## src/rtl/ysyx_23060278_ifu_pkg.sv

```systemverilog
// Shared constants and helpers for the instruction fetch unit.
package ysyx_23060278_ifu_pkg;

    // FSM encoding kept as plain constants so older tools and waveform
    // viewers see stable numeric values.
    typedef logic [1:0] state_t;
    localparam state_t ST_IDLE = 2'd0;
    localparam state_t ST_AR   = 2'd1;
    localparam state_t ST_R    = 2'd2;
    localparam state_t ST_OUT  = 2'd3;

    // addi x0, x0, 0
    localparam logic [31:0] NOP = 32'h0000_0013;

    localparam logic [1:0] RESP_OKAY     = 2'b00;
    localparam logic [1:0] MISALIGN_MASK = 2'b11;

    // Instructions are word aligned; any set low address bit is a fault.
    function automatic logic is_misaligned(input logic [1:0] addr_lsb);
        return |(addr_lsb & MISALIGN_MASK);
    endfunction

endpackage

```

## src/rtl/ysyx_23060278_ifu_if.sv

```systemverilog
// AXI-lite-style read-only instruction memory channel (AR + R).
interface ysyx_23060278_ifu_if #(
    parameter int ADDR_W = 32
);
    logic              arvalid;
    logic [ADDR_W-1:0] araddr;
    logic              arready;
    logic              rvalid;
    logic [31:0]       rdata;
    logic [1:0]        rresp;
    logic              rready;

    modport master (
        output arvalid, araddr, rready,
        input  arready, rvalid, rdata, rresp
    );

    modport slave (
        input  arvalid, araddr, rready,
        output arready, rvalid, rdata, rresp
    );
endinterface

```

## src/rtl/ysyx_23060278_ifu_timer.sv

```systemverilog
// Saturating cycle counter for the read-response timeout.
// count holds the number of R cycles already completed; expired flags the
// TIMEOUT_CYCLES-th cycle so the FSM leaves R after exactly that many cycles.
module ysyx_23060278_ifu_timer #(
    parameter int TIMEOUT_CYCLES = 255
) (
    input  logic clk,
    input  logic rst,
    input  logic clear,
    input  logic enable,
    output logic expired
);
    localparam bit           ENABLED = (TIMEOUT_CYCLES != 0);
    localparam int           W       = ENABLED ? $clog2(TIMEOUT_CYCLES + 1) : 1;
    localparam logic [W-1:0] LIMIT   = W'(TIMEOUT_CYCLES);
    localparam logic [W-1:0] LAST    = ENABLED ? W'(TIMEOUT_CYCLES - 1) : '0;

    logic [W-1:0] count;

    // Count cycles in R, restart on entry, hold at the limit.
    always_ff @(posedge clk) begin
        // NOTE: state uses non-blocking assignments so every flop samples pre-edge values.
        if (rst || clear) begin
            count <= '0;
        end else if (enable && count != LIMIT) begin
            count <= count + 1'b1;
        end
    end

    assign expired = ENABLED && enable && (count == LAST);

endmodule

```

## src/rtl/ysyx_23060278_ifu.sv

```systemverilog
// Instruction fetch unit: one outstanding read on the imem AR/R channel,
// result handed to the core over a valid/ready handshake.
module ysyx_23060278_ifu
    import ysyx_23060278_ifu_pkg::*;
#(
    parameter int          ADDR_W         = 32,
    parameter int          TIMEOUT_CYCLES = 255,
    parameter logic [31:0] NOP_INST       = NOP
) (
    input  logic               clk,
    input  logic               rst,
    input  logic [ADDR_W-1:0]  pc_in,
    input  logic               fetch_start,
    input  logic               flush,
    ysyx_23060278_ifu_if.master imem,
    output logic               inst_valid,
    input  logic               inst_ready,
    output logic [31:0]        inst,
    output logic [ADDR_W-1:0]  inst_pc,
    output logic               inst_fault,
    output logic               busy
);
    state_t            state;
    logic [ADDR_W-1:0] pc_q;
    logic [31:0]       inst_q;
    logic              fault_q;
    logic              stale_q;   // a timed-out response is still owed by memory
    logic              drop_q;    // current fetch was flushed, discard its response

    logic accept;
    logic ar_fire;
    logic expired;
    logic discard;

    // A new fetch is taken from an idle, clean unit or from OUT as the result
    // is consumed; flush always wins.
    assign accept  = fetch_start && !flush &&
                     ((state == ST_IDLE && !stale_q) || (state == ST_OUT && inst_ready));
    assign ar_fire = imem.arvalid && imem.arready;
    assign discard = drop_q || flush;

    assign imem.arvalid = (state == ST_AR) && !stale_q;
    assign imem.araddr  = pc_q;
    assign imem.rready  = (state == ST_R) || stale_q;

    assign inst_valid = (state == ST_OUT);
    assign inst       = inst_q;
    assign inst_pc    = pc_q;
    assign inst_fault = fault_q;
    assign busy       = (state != ST_IDLE) || stale_q;

    ysyx_23060278_ifu_timer #(
        .TIMEOUT_CYCLES(TIMEOUT_CYCLES)
    ) u_timer (
        .clk    (clk),
        .rst    (rst),
        .clear  (ar_fire),
        .enable (state == ST_R),
        .expired(expired)
    );

    // Fetch FSM with flush, drop and stale bookkeeping.
    always_ff @(posedge clk) begin
        if (rst) begin
            state   <= ST_IDLE;
            pc_q    <= '0;
            inst_q  <= NOP_INST;
            fault_q <= 1'b0;
            stale_q <= 1'b0;
            drop_q  <= 1'b0;
        end else begin
            // Only R can time out, and R is never entered while stale.
            if (stale_q && imem.rvalid) begin
                stale_q <= 1'b0;
            end else if (state == ST_R && !imem.rvalid && expired) begin
                stale_q <= 1'b1;
            end

            case (state)
                ST_IDLE, ST_OUT: begin
                    if (flush) begin
                        state <= ST_IDLE;
                    end else if (accept) begin
                        pc_q <= pc_in;
                        if (is_misaligned(pc_in[1:0])) begin
                            state   <= ST_OUT;
                            inst_q  <= NOP_INST;
                            fault_q <= 1'b1;
                        end else begin
                            state <= ST_AR;
                        end
                    end else if (inst_ready) begin
                        state <= ST_IDLE;
                    end
                end
                ST_AR: begin
                    // An asserted arvalid is never withdrawn; a flush before
                    // arvalid rises (stale wait) can abandon the fetch outright.
                    if (flush && !imem.arvalid) begin
                        state <= ST_IDLE;
                    end else begin
                        if (flush) drop_q <= 1'b1;
                        if (ar_fire) state <= ST_R;
                    end
                end
                ST_R: begin
                    if (imem.rvalid || expired) begin
                        if (discard) begin
                            state  <= ST_IDLE;
                            drop_q <= 1'b0;
                        end else begin
                            state <= ST_OUT;
                            if (imem.rvalid && imem.rresp == RESP_OKAY) begin
                                inst_q  <= imem.rdata;
                                fault_q <= 1'b0;
                            end else begin
                                inst_q  <= NOP_INST;
                                fault_q <= 1'b1;
                            end
                        end
                    end else if (flush) begin
                        drop_q <= 1'b1;
                    end
                end
                default: state <= ST_IDLE;
            endcase
        end
    end

    // A fetch request while busy (outside the OUT/inst_ready slot) is dropped.
    fetch_while_busy: assert property (@(posedge clk) disable iff (rst)
        !(fetch_start && busy && !flush && !(state == ST_OUT && inst_ready)));

endmodule

```

## src/flat_wrapper.sv

```systemverilog
// flat-port wrapper written by rule: the top's interface ports become plain ports
module ysyx_23060278_ifu_flat import ysyx_23060278_ifu_pkg::*;
#(
    parameter int          ADDR_W         = 32,
    parameter int          TIMEOUT_CYCLES = 255,
    parameter logic [31:0] NOP_INST       = NOP
)
  (clk, rst, pc_in, fetch_start, flush, inst_valid, inst_ready, inst, inst_pc, inst_fault, busy, imem_arvalid, imem_araddr, imem_rready, imem_arready, imem_rvalid, imem_rdata, imem_rresp);
  ysyx_23060278_ifu_if #(.ADDR_W(ADDR_W)) imem_i ();
  input  logic clk;
  input  logic rst;
  input  logic [ADDR_W-1:0] pc_in;
  input  logic fetch_start;
  input  logic flush;
  output logic inst_valid;
  input  logic inst_ready;
  output logic [31:0] inst;
  output logic [ADDR_W-1:0] inst_pc;
  output logic inst_fault;
  output logic busy;
  output wire logic [$bits(imem_i.arvalid)-1:0] imem_arvalid;
  output wire logic [$bits(imem_i.araddr)-1:0] imem_araddr;
  output wire logic [$bits(imem_i.rready)-1:0] imem_rready;
  input wire logic [$bits(imem_i.arready)-1:0] imem_arready;
  input wire logic [$bits(imem_i.rvalid)-1:0] imem_rvalid;
  input wire logic [$bits(imem_i.rdata)-1:0] imem_rdata;
  input wire logic [$bits(imem_i.rresp)-1:0] imem_rresp;
  assign imem_arvalid = imem_i.arvalid;
  assign imem_araddr = imem_i.araddr;
  assign imem_rready = imem_i.rready;
  assign imem_i.arready = imem_arready;
  assign imem_i.rvalid = imem_rvalid;
  assign imem_i.rdata = imem_rdata;
  assign imem_i.rresp = imem_rresp;
  ysyx_23060278_ifu #(.ADDR_W(ADDR_W), .TIMEOUT_CYCLES(TIMEOUT_CYCLES), .NOP_INST(NOP_INST)) u_core (.clk(clk), .rst(rst), .pc_in(pc_in), .fetch_start(fetch_start), .flush(flush), .imem(imem_i), .inst_valid(inst_valid), .inst_ready(inst_ready), .inst(inst), .inst_pc(inst_pc), .inst_fault(inst_fault), .busy(busy));
endmodule
```

## config.mk

```make
export PLATFORM = sky130hd
export DESIGN_NAME = ysyx_23060278_ifu_flat
export DESIGN_NICKNAME = d
export VERILOG_FILES = /design/src/rtl/ysyx_23060278_ifu_pkg.sv /design/src/rtl/ysyx_23060278_ifu_if.sv /design/src/rtl/ysyx_23060278_ifu_timer.sv /design/src/rtl/ysyx_23060278_ifu.sv /design/src/flat_wrapper.sv
export SDC_FILE = /design/constraint.sdc
export NUM_CORES = 1
export LEC_CHECK = 0
export CORE_UTILIZATION = 44
export DETAILED_ROUTE_END_ITERATION = 7
export PLACE_DENSITY = 0.88
export SYNTH_ARGS = -nofsm -noshare
export SYNTH_HDL_FRONTEND = slang
export SYNTH_SLANG_ARGS = --single-unit
```

## constraint.sdc

```tcl
create_clock -name clk -period 5.5 [get_ports clk]
set_input_delay 1.1 -clock clk [delete_from_list [all_inputs] [get_ports clk]]
set_output_delay 1.1 -clock clk [all_outputs]
set_load 0.005 [all_outputs]
```

# ---- Word-level counts from Yosys, hierarchy flattened
# Cells that the tools add are included.
dict set report word_totals {
  reg_bits 77
  inputBits 73
}
dict set report op_classes {
  n_reduce_logical 35
  n_addsub 1
  n_mux 28
  bitwise 1
  n_eq_ne 14
}
# op n
set op_table {}
lappend op_table {{2-to-1 mux 32 bit} 6}
lappend op_table {{case mux 32 bit (2 select lines)} 1}
lappend op_table {{2-to-1 mux 2 bit} 8}
lappend op_table {{logical AND 1 bit} 13}
lappend op_table {{2-to-1 mux 1 bit} 10}
lappend op_table {{AND reduction 3 bit} 3}
lappend op_table {{adder 8 x 1 -> 8 bit, second input constant} 1}
lappend op_table {{== test 8 bit, second input constant} 1}
lappend op_table {{inequality test 8 bit, second input constant} 1}
lappend op_table {{logical OR 1 bit} 6}
lappend op_table {{inequality test 2 x 1 -> 1 bit, second input constant} 3}
lappend op_table {{inequality test 2 bit, second input constant} 3}
lappend op_table {{case mux 2 bit (3 select lines)} 1}
lappend op_table {{AND reduction 6 bit} 1}
lappend op_table {{nonzero test 2 bit} 3}
lappend op_table {{OR reduction 2 bit} 3}
lappend op_table {{== test 2 bit, second input constant} 2}
lappend op_table {{zero test 1 bit} 4}
lappend op_table {{zero test 2 bit} 2}
lappend op_table {{inequality test 4 x 3 -> 1 bit, second input constant} 1}
lappend op_table {{case mux 1 bit (2 select lines)} 2}
lappend op_table {{inequality test 3 x 2 -> 1 bit, second input constant} 1}
lappend op_table {{inequality test 3 bit, second input constant} 1}
lappend op_table {{== test 2 x 1 -> 1 bit, second input constant} 1}
lappend op_table {{NOT 1 bit} 1}

# ---- Logic depth before layout (Yosys ltp)
# Gate-level depths: netlist of run 1.
dict set report logic_depth {
  ltp_word 7
  depth_mapped 8
  depth_no_buf 6
}

# ---- Cells and area by module
# A second synthesis of run 1 with hierarchy kept.
dict set report hier_totals {
  cells_unflattened 415
  hier_area_um2 3534.6
}
# mod instances area_each_um2 seq_area_each_um2 cells_each
set modules_own_cells {}
lappend modules_own_cells {ysyx_23060278_ifu 1 3075.4 1381.3 364}
lappend modules_own_cells {ysyx_23060278_ifu_timer 1 459.2 160.2 51}

# ---- Worst setup path before layout of run 1
# No wires, ideal clock.
dict set report synth_timing {
  kind {input port to flip-flop}
  startpoint {input inst_ready}
  endpoint {register u_core.inst_q[10], in the netlist u_core.inst[10]}
  arrival_ns 2.124
  path_buffers 1
  t_required_ns 5.428
  cell_stages 5
  slack_ns 3.305
  setup_ns 0.072
  cell_sequence {and2_1 -> o221a_2 -> o211ai_4 -> buf_6 -> mux2i_1}
}
dict set report synth_between {
  elab_chain_len 5
}
# item line
set synth_lines {}
lappend synth_lines {{from (decl)} flat_wrapper.sv:16} ;# input logic inst_ready;
lappend synth_lines {{logical AND 1 bit} ysyx_23060278_ifu.sv:38} ;# ((state == ST_IDLE && !stale_q) || (state == ST_OUT && inst_ready));
lappend synth_lines {{logical OR 1 bit} ysyx_23060278_ifu.sv:38}
lappend synth_lines {{logical AND 1 bit} ysyx_23060278_ifu.sv:37} ;# assign accept = fetch_start && !flush &&
lappend synth_lines {{inequality test 2 x 1 -> 1 bit (no source line)} n/a}
lappend synth_lines {{AND reduction 6 bit (no source line)} n/a}
lappend synth_lines {{to (signal assigned)} ysyx_23060278_ifu.sv:114} ;# inst_q <= imem.rdata;
lappend synth_lines {{to (decl)} ysyx_23060278_ifu.sv:25} ;# logic [31:0] inst_q;
# No other way between the ends.
# A chain may end at the register's enable or synchronous reset.

# ---- Worst setup path in the final report of run 1
dict set report layout_timing {
  startpoint {register u_core.state[0]}
  endpoint {output imem_rready}
}
dict set report layout_between {
  elab_chain_len 2
}
# item line
set layout_lines {}
lappend layout_lines {{from (decl)} ysyx_23060278_ifu.sv:23} ;# state_t state;
lappend layout_lines {{from (signal assigned)} ysyx_23060278_ifu.sv:65} ;# state <= ST_IDLE;
lappend layout_lines {{from (signal assigned)} ysyx_23060278_ifu.sv:82} ;# state <= ST_IDLE;
lappend layout_lines {{from (signal assigned)} ysyx_23060278_ifu.sv:86} ;# state <= ST_OUT;
lappend layout_lines {{== test 2 bit} ysyx_23060278_ifu.sv:44} ;# assign imem.rready = (state == ST_R) || stale_q;
lappend layout_lines {{logical OR 1 bit} ysyx_23060278_ifu.sv:44}
lappend layout_lines {{to (decl)} flat_wrapper.sv:23} ;# output wire logic [$bits(imem_i.rready)-1:0] imem_rready;
# No other way between the ends.

==> summary.md, run 1 <==
| Metric | Value |
|---|---|
| Syn_nets | `around 460` |
| Cell Chain, Critical Path | `inv_1, ha_1, or2_2, clkdlybuf4s50_1` |
| Final Hold Fails | `0` |
| Postcts setup bufs | `0` |
| Synth warn | `0` |
| Number of I/O port buffers | `173` |
| Cts hold-fix bufs | `0` |
| Adder-Cell Fraction of Synth Area | `0.0212` |
| RSZ-0062 raised after global routing | `no` |
| Seq/Total Area, Yosys | `0.436` |
| Area growth syn-to-layout | `49.7%` |
| WP data arrival | `1920 ps` |
| Setup tns final | `0 ps` |
| Pwr Density | `258 nW/µm²` |
| Post-Syn Instances | `380` |
| Hold Path End | `u_core.inst[5]` |
| Total Wirelength | `9.02 mm` |
| MaxCap Viol Count | `0` |
| FF-to-FF End | `u_core.inst[20]` |
| Placeable Area | `7770 µm²` |
| Worst Setup End Kind | `output pin` |
| Hpwl dp | `6.84 mm` |
| Detailed Routing Iterations Pass 1 | `6` |
| Unique cell type count in the Yosys netlist | `41` |
| Hold path startpoint | `u_core.inst[5]` |
| Worst r2r path cells | `6` |
| Vias in the first global route | `2900` |
| Initial antenna violation count | `0` |
| Antenna Cells | `0` |
| EDFF count, synth | `0` |
| Reg clk slew, reported paths | `70 ps` |
| Remaining DRCs | `0` |
| Total power draw | `1.37 mW` |
| Hold Path Class | `flop to flop` |
| Clock Skew | `7.89 ps` |
| Max Root-Sink Buffers | `2` |
| Final GP Congestion | `0.866` |
| Finish-stage setup viols | `0` |
| Worst-margin pin slew | `1100 ps` |
| Maximum clock frequency | `331 MHz` |
| Clock tree root driver cell | `clkbuf_8` |
| Share of layout cells above drive strength 1 | `0.0596` |
| CP Max Fanout | `9` |
| Relative slew slack | `0.265` |
| Reg2reg start | `u_core.state[0]` |
| Starting Density | `0.455` |
| FF-to-FF setup slack | `around 3100 ps` |
| Via count | `3076` |
| Fraction of registers with async set/reset | `0` |
| Die width | `91.7 µm` |
| H-tree depth | `3` |
| Largest net degree at the start of global routing | `45` |
| Final Cycle Share | `0.549` |
| Overall routing resource usage | `0.214` |
| Post-synthesis compound-gate area fraction | `0.0732` |
| Hold Path Cell Cnt | `2` |
| Vias per cell | `4.95` |
| Top Ports | `between 150 and 200` |
| Ys flop type | `dfxtp_1` |
| Clk sinks | `77` |
| Crit path largest cell delay | `440 ps` |
| Clock period minus worst slack | `3020 ps` |
| Largest family of logic cells by synthesized area | `multiplexers` |
| Startpoint types | `flop` |
| TritonCTS clock tree | `yes` |
| WP data required | `around 4400 ps` |
| Die area | `8400 µm²` |
| Worst VDD drop | `roughly 0.13 mV` |
| NumNets Final | `~590` |
| Multiplexer share of the synthesized area | `0.187` |
| Antenna viol nets, final | `0` |
| Max-slew violations | `0` |
| Rows | `32` |
| First-pass GRT wire length | `14.4 mm` |
| Crit-path slowest cell | `clkdlybuf4s50_1` |
| Grt ovf | `0` |
| Lkg Pwr | `2.22 nW` |
| First-iteration detailed-routing DRC count | `116` |
| Post-DR wirelength/cell | `14.5 µm` |
| Simple-Gate Fraction of Synth Area | `0.170` |
| CP Class | `flop to output pin` |
| Mapped Area | `3540 µm²` |
| Worst skew pair latency | `330 ps` |
| Post-Syn Area per Cell | `9.31 µm²` |
| Cts repair resizes | `0` |
| Clock buffer count from CTS | `9` |
| Xor/xnor share of the synthesized area | `0.00743` |
| Status | `finished, final reports clean` |
| Die height | `slightly above 90 µm` |
| Yosys reg bits | `77` |
==> cell usage after synthesis (2+ instances only) <==
cell      number  area, µm²
dfxtp_1       77       1540
nand2_1       67        251
mux2i_1       66        661
nor2_1        41        154
buf_4         35        263
clkbuf_1      11       41.3
a21oi_1        9       45.0
nand3_1        8       40.0
ha_1           6       75.1
inv_1          6       22.5
nor3_1         6       30.0
o21ai_0        4       20.0
buf_6          3       33.8
nand2b_1       3       18.8
or3_1          3       18.8
xnor2_1        3       26.3
a211oi_1       2       15.0
and3_1         2       12.5
buf_2          2       10.0
nor2b_1        2       12.5
o221a_2        2       22.5
or2_2          2       12.5
or4_1          2       15.0
==> cells in the final DEF, fill, tap and decap left out, types with 2 or more instances in the layout <==
cell,synthesis,routed
clkbuf_8,0,11
dfxtp_1,77,77
nor3_1,6,6
o21ai_0,4,4
inv_1,6,6
or2_2,2,2
and3_1,2,2
nand2_1,67,67
or4_1,2,2
o221a_2,2,2
clkinv_2,0,2
a21oi_1,9,9
nor2b_1,2,2
ha_1,6,6
nor2_1,41,40
mux2i_1,66,66
buf_4,35,2
clkdlybuf4s50_1,0,172
xnor2_1,3,3
or3_1,3,3
a211oi_1,2,2
bufinv_16,0,2
nand3_1,8,8
nand2b_1,3,3
o211ai_4,1,2
==> power breakdown <==
part	internal (mW)	switching, mW
combinational	0.174	0.117
sequential	0.580	0.0184
clock	0.279	0.196
==> worst max-delay path by stage <==
| stage | end | slack (ps) | cells after the start | start |
|---|---|---|---|---|
| after detailed placement | u_core.u_timer.count[2] | 2390 | 4 | rst |
| after global routing | busy | 2380 | 5 | u_core.state[0] |
| after CTS | imem_rready | 2470 | 4 | u_core.state[0] |
| after floorplan | u_core.inst[10] | 3300 | 5 | inst_ready |
| after global placement | u_core.u_timer.count[0] | 2450 | 4 | rst |
| final | imem_rready | 2480 | 4 | u_core.state[0] |
==> cells by family (layout without fill, tap and decap cells) <==
| logic type | count (synthesis) | in the layout |
|---|---|---|
| AND/OR/NAND/NOR | 140 | 140 |
| flip-flops | 77 | 77 |
| adder cells (fa/ha/maj) | 6 | 6 |
| AO/OA/AOI/OAI | 30 | 30 |
| multiplexers | 66 | 66 |
| buffers and inverters | 58 | 198 |
| XOR/XNOR | 3 | 3 |
==> per-layer routing <==
layer | share of wire | GRT usage | up-vias | wire length [µm]
li1 | - | - | 1512 | -
met1 | 0.41 | 0.251 | 1411 | 3670
met2 | 0.50 | 0.375 | 137 | 4500
met3 | 0.077 | 0.0556 | 16 | 694
met4 | 0.018 | 0.0807 | 0 | 159
met5 | 0 | 0 | - | 0
==> worst max-delay path, delay by kind of cell (launching register included) <==
family	cells	cell delay, ps
DFF	1	370
adders and majority gates	1	350
and+or+nand+nor	1	330
buffers and inverters	2	530
==> stage by stage <==
step	hold slack (ps)	std cells	utilization	setup WS [ps]	cell area, µm²
after detailed placement	450	606	0.653	2390	5070
final	461	622	0.682	2480	5300
after floorplan	454	380	-	3300	3540
after global placement	443	606	0.653	2450	5070
after global routing	478	622	0.682	2380	5300
after CTS	465	622	0.682	2470	5300
==> flip-flops by register name (all words and copies together), names as in the netlist <==
signal                flops
u_core.imem.araddr       32
u_core.inst              32
u_core.u_timer.count      8
u_core.state              2
u_core.drop_q             1
u_core.inst_fault         1
u_core.stale_q            1
==> cell type report <==
cell class	count	area, µm²
multi-input combinational	245	1630
clock buffer	12	155
fill	667	2470
tap	102	128
clock inverter	4	70.1
inverter	7	26.3
sequential	77	1540
timing repair buffer	175	1740
Power figures use the tool's default switching activity.
==> run 2: changes to the inputs <==
- CORE_UTILIZATION: 44 -> 41
- PLACE_DENSITY: 0.88 -> 0.83
- clock period: 5.5 -> 2.85 ns (I/O delays scaled with it)
==> run 2 against run 1 <==
- core utilization fell by 4.3 points
- flip-flop and latch count did not move
- critical path depth stayed put
- critical endpoint unchanged
- largest cell class unchanged
==> summary.md, run 2 (synthesis results as in run 1) <==
| Metric | Value |
|---|---|
| Fillers | `between 600 and 700` |
| Cts hold-fix bufs | `0` |
| Overall routing resource usage | `0.201` |
| Sw frac | `0.280` |
| FF-to-FF setup slack | `between 600 and 700 ps` |
| Vias in the first global route | `2872` |
| Fin area | `approximately 5300 µm²` |
| Lkg Pwr | `~2.2 nW` |
| Clock period minus worst slack | `2510 ps` |
| Max Root-Sink Buffers | `2` |
| WP data arrival | `about 1900 ps` |
| Largest net degree at the start of global routing | `36` |
| Finish-stage setup viols | `0` |
| Switch Pwr | `about 0.7 mW` |
| NumNets Final | `597` |
| Clock Skew | `roughly 15 ps` |
| Share of total power in the clock network | `0.306` |
| Worst skew pair latency | `340 ps` |
| WP data required | `2280 ps` |
| CP Launch Point | `u_core.state[0]` |
| Die width | `roughly 95 µm` |
| Crit path largest cell delay | `440 ps` |
| Final GP Congestion | `slightly above 0.8` |
| Antenna Cells | `0` |
| CP Class | `flop to output pin` |
| Die area | `9000 µm²` |
| Cell-internal power | `1.80 mW` |
| Hpwl dp | `6.93 mm` |
| Crit-path leading delay family | `buffers and inverters` |
| Startpoint types | `flop` |
| Post-route insts no fill | `roughly 630` |
| Worst-margin pin slew | `around 690 ps` |
| Worst VDD drop | `a little over 0.3 mV` |
| Reg2reg start | `u_core.state[0]` |
| Die height | `94.9 µm` |
| Status | `finished, final reports clean` |
| Remaining DRCs | `0` |
| CP Depth | `4` |
| Max-slew violations | `0` |
| Detailed Routing Iterations Pass 1 | `4` |
| Post-DR wirelength/cell | `14.4 µm` |
| Share of layout cells above drive strength 1 | `0.0669` |
| Postcts setup bufs | `0` |
| H-tree depth | `3` |
| Comb pwr share | `0.232` |
| Cts repair resizes | `0` |
| Worst setup endpoint | `imem_rready` |
| Vias per cell | `4.90` |
| Total Wirelength | `9.04 mm` |
| Worst Setup End Kind | `output pin` |
| Worst r2r path cells | `7` |
| First-iteration detailed-routing DRC count | `92` |
| Buf+Inv Stages, Crit Path | `2` |
| Crit-path slowest cell | `clkdlybuf4s50_1` |
| Placeable Area | `between 8000 and 9000 µm²` |
| Relative slew slack | `0.537` |
| Rows | `33` |
| Clk sinks | `77` |
| CP Max Fanout | `9` |
| Top Ports | `~170` |
| RSZ-0062 raised after global routing | `no` |
| FF-to-FF End | `u_core.imem.araddr[23]` |
| Final Hold Fails | `0` |
| Grt ovf | `0` |
| Placed Area | `5120 µm²` |
| Initial antenna violation count | `0` |
| TritonCTS clock tree | `yes` |
| Final Cycle Share | `0.881` |
| Flop pwr share | `0.462` |
| Antenna viol nets, final | `0` |
| First-pass GRT wire length | `13.9 mm` |
| Hold Path Class | `flop to flop` |
| Cells after DPL | `a little over 600` |
| Most frequent cells in the layout | `172 x clkdlybuf4s50_1, 77 x dfxtp_1, 67 x nand2_1` |
| Cell Chain, Critical Path | `inv_1, ha_1, or2_2, clkdlybuf4s50_1` |
| Reg clk slew, reported paths | `100 ps` |
| Via count | `3075` |
| Most common cell after layout, fill and taps aside | `clkdlybuf4s50_1` |
| Total power draw | `2.50 mW` |
| Setup tns final | `0 ps` |
| Clock tree root driver cell | `clkbuf_8` |
| Starting Density | `0.426` |
| MaxCap Viol Count | `0` |
| Area growth syn-to-layout | `49.9%` |
| Maximum clock frequency | `approximately 400 MHz` |
| Number of I/O port buffers | `173` |
| Clock buffer count from CTS | `9` |
| Pwr Density | `471 nW/µm²` |
run 2: cell types whose count changed in the layout (fill, tap and decap cells not counted), sizes merged:
cell	previous run	this run
inv	7	11
buf	3	6
clkbuf	12	9
bufinv	2	0
clkinvlp	0	2
clkinv	2	1
run 2: per-layer routing:
| metal | vias to the layer above | wire [µm] | share of wire | track usage |
|---|---|---|---|---|
| met2 | 118 | 4590 | 0.51 | 0.361 |
| met4 | 0 | 68 | 0.0075 | 0.0568 |
| li1 | 1516 | - | - | - |
| met1 | 1436 | 3780 | 0.42 | 0.240 |
| met5 | - | 0 | 0 | 0 |
| met3 | 5 | 601 | 0.066 | 0.0411 |
run 2: through the flow:
stage	setup slack [ps]	util	hold slack (ps)
detailed placement	392	0.617	454
finish	339	0.639	465
floorplan	1110	-	454
CTS	304	0.639	467
global placement	485	0.617	444
global route	234	0.639	478
run 2: worst min-delay path, delay by kind of cell, from the launching register on:
kind	cells	cell delay (ps)
flops	1	320
mux	1	50
simple gates	1	50
run 2: power groups by stage:
| stage | Clock (mW) | Sequential (mW) | Combinational, mW |
|---|---|---|---|
| final | 0.765 | 1.15 | 0.578 |
| after global routing | 0.831 | 1.16 | 0.626 |
| after CTS | 0.788 | 1.15 | 0.584 |
| after global placement | 0 | 1.18 | 0.571 |
| after detailed placement | 0 | 1.18 | 0.582 |
| after floorplan | 0 | 1.18 | 0.328 |
run 2: cell type report:
cell class	instances	area, µm²	share of cell area
Clock buffer	9	124	0.0234
Timing Repair Buffer	178	1790	0.337
Multi-Input combinational cell	245	1630	0.308
Clock inverter	7	57.6	0.0109
Inverter	7	26.3	0.00496
Tap cell	105	131	0.0248
Sequential cell	77	1540	0.291
run 2: worst min-delay path by stage:
| stage | from | to | slack (ps) | depth (start not counted) |
|---|---|---|---|---|
| 2_1_floorplan | u_core.inst[10] | u_core.inst[10] | 450 | 2 |
| 3_3_place_gp | u_core.inst[14] | u_core.inst[14] | 440 | 2 |
| 3_5_place_dp | u_core.inst[13] | u_core.inst[13] | 450 | 2 |
| 4_1_cts | u_core.inst[13] | u_core.inst[13] | 470 | 2 |
| 5_1_grt | u_core.inst[13] | u_core.inst[13] | 480 | 2 |
| 6_report | u_core.inst[13] | u_core.inst[13] | 460 | 2 |
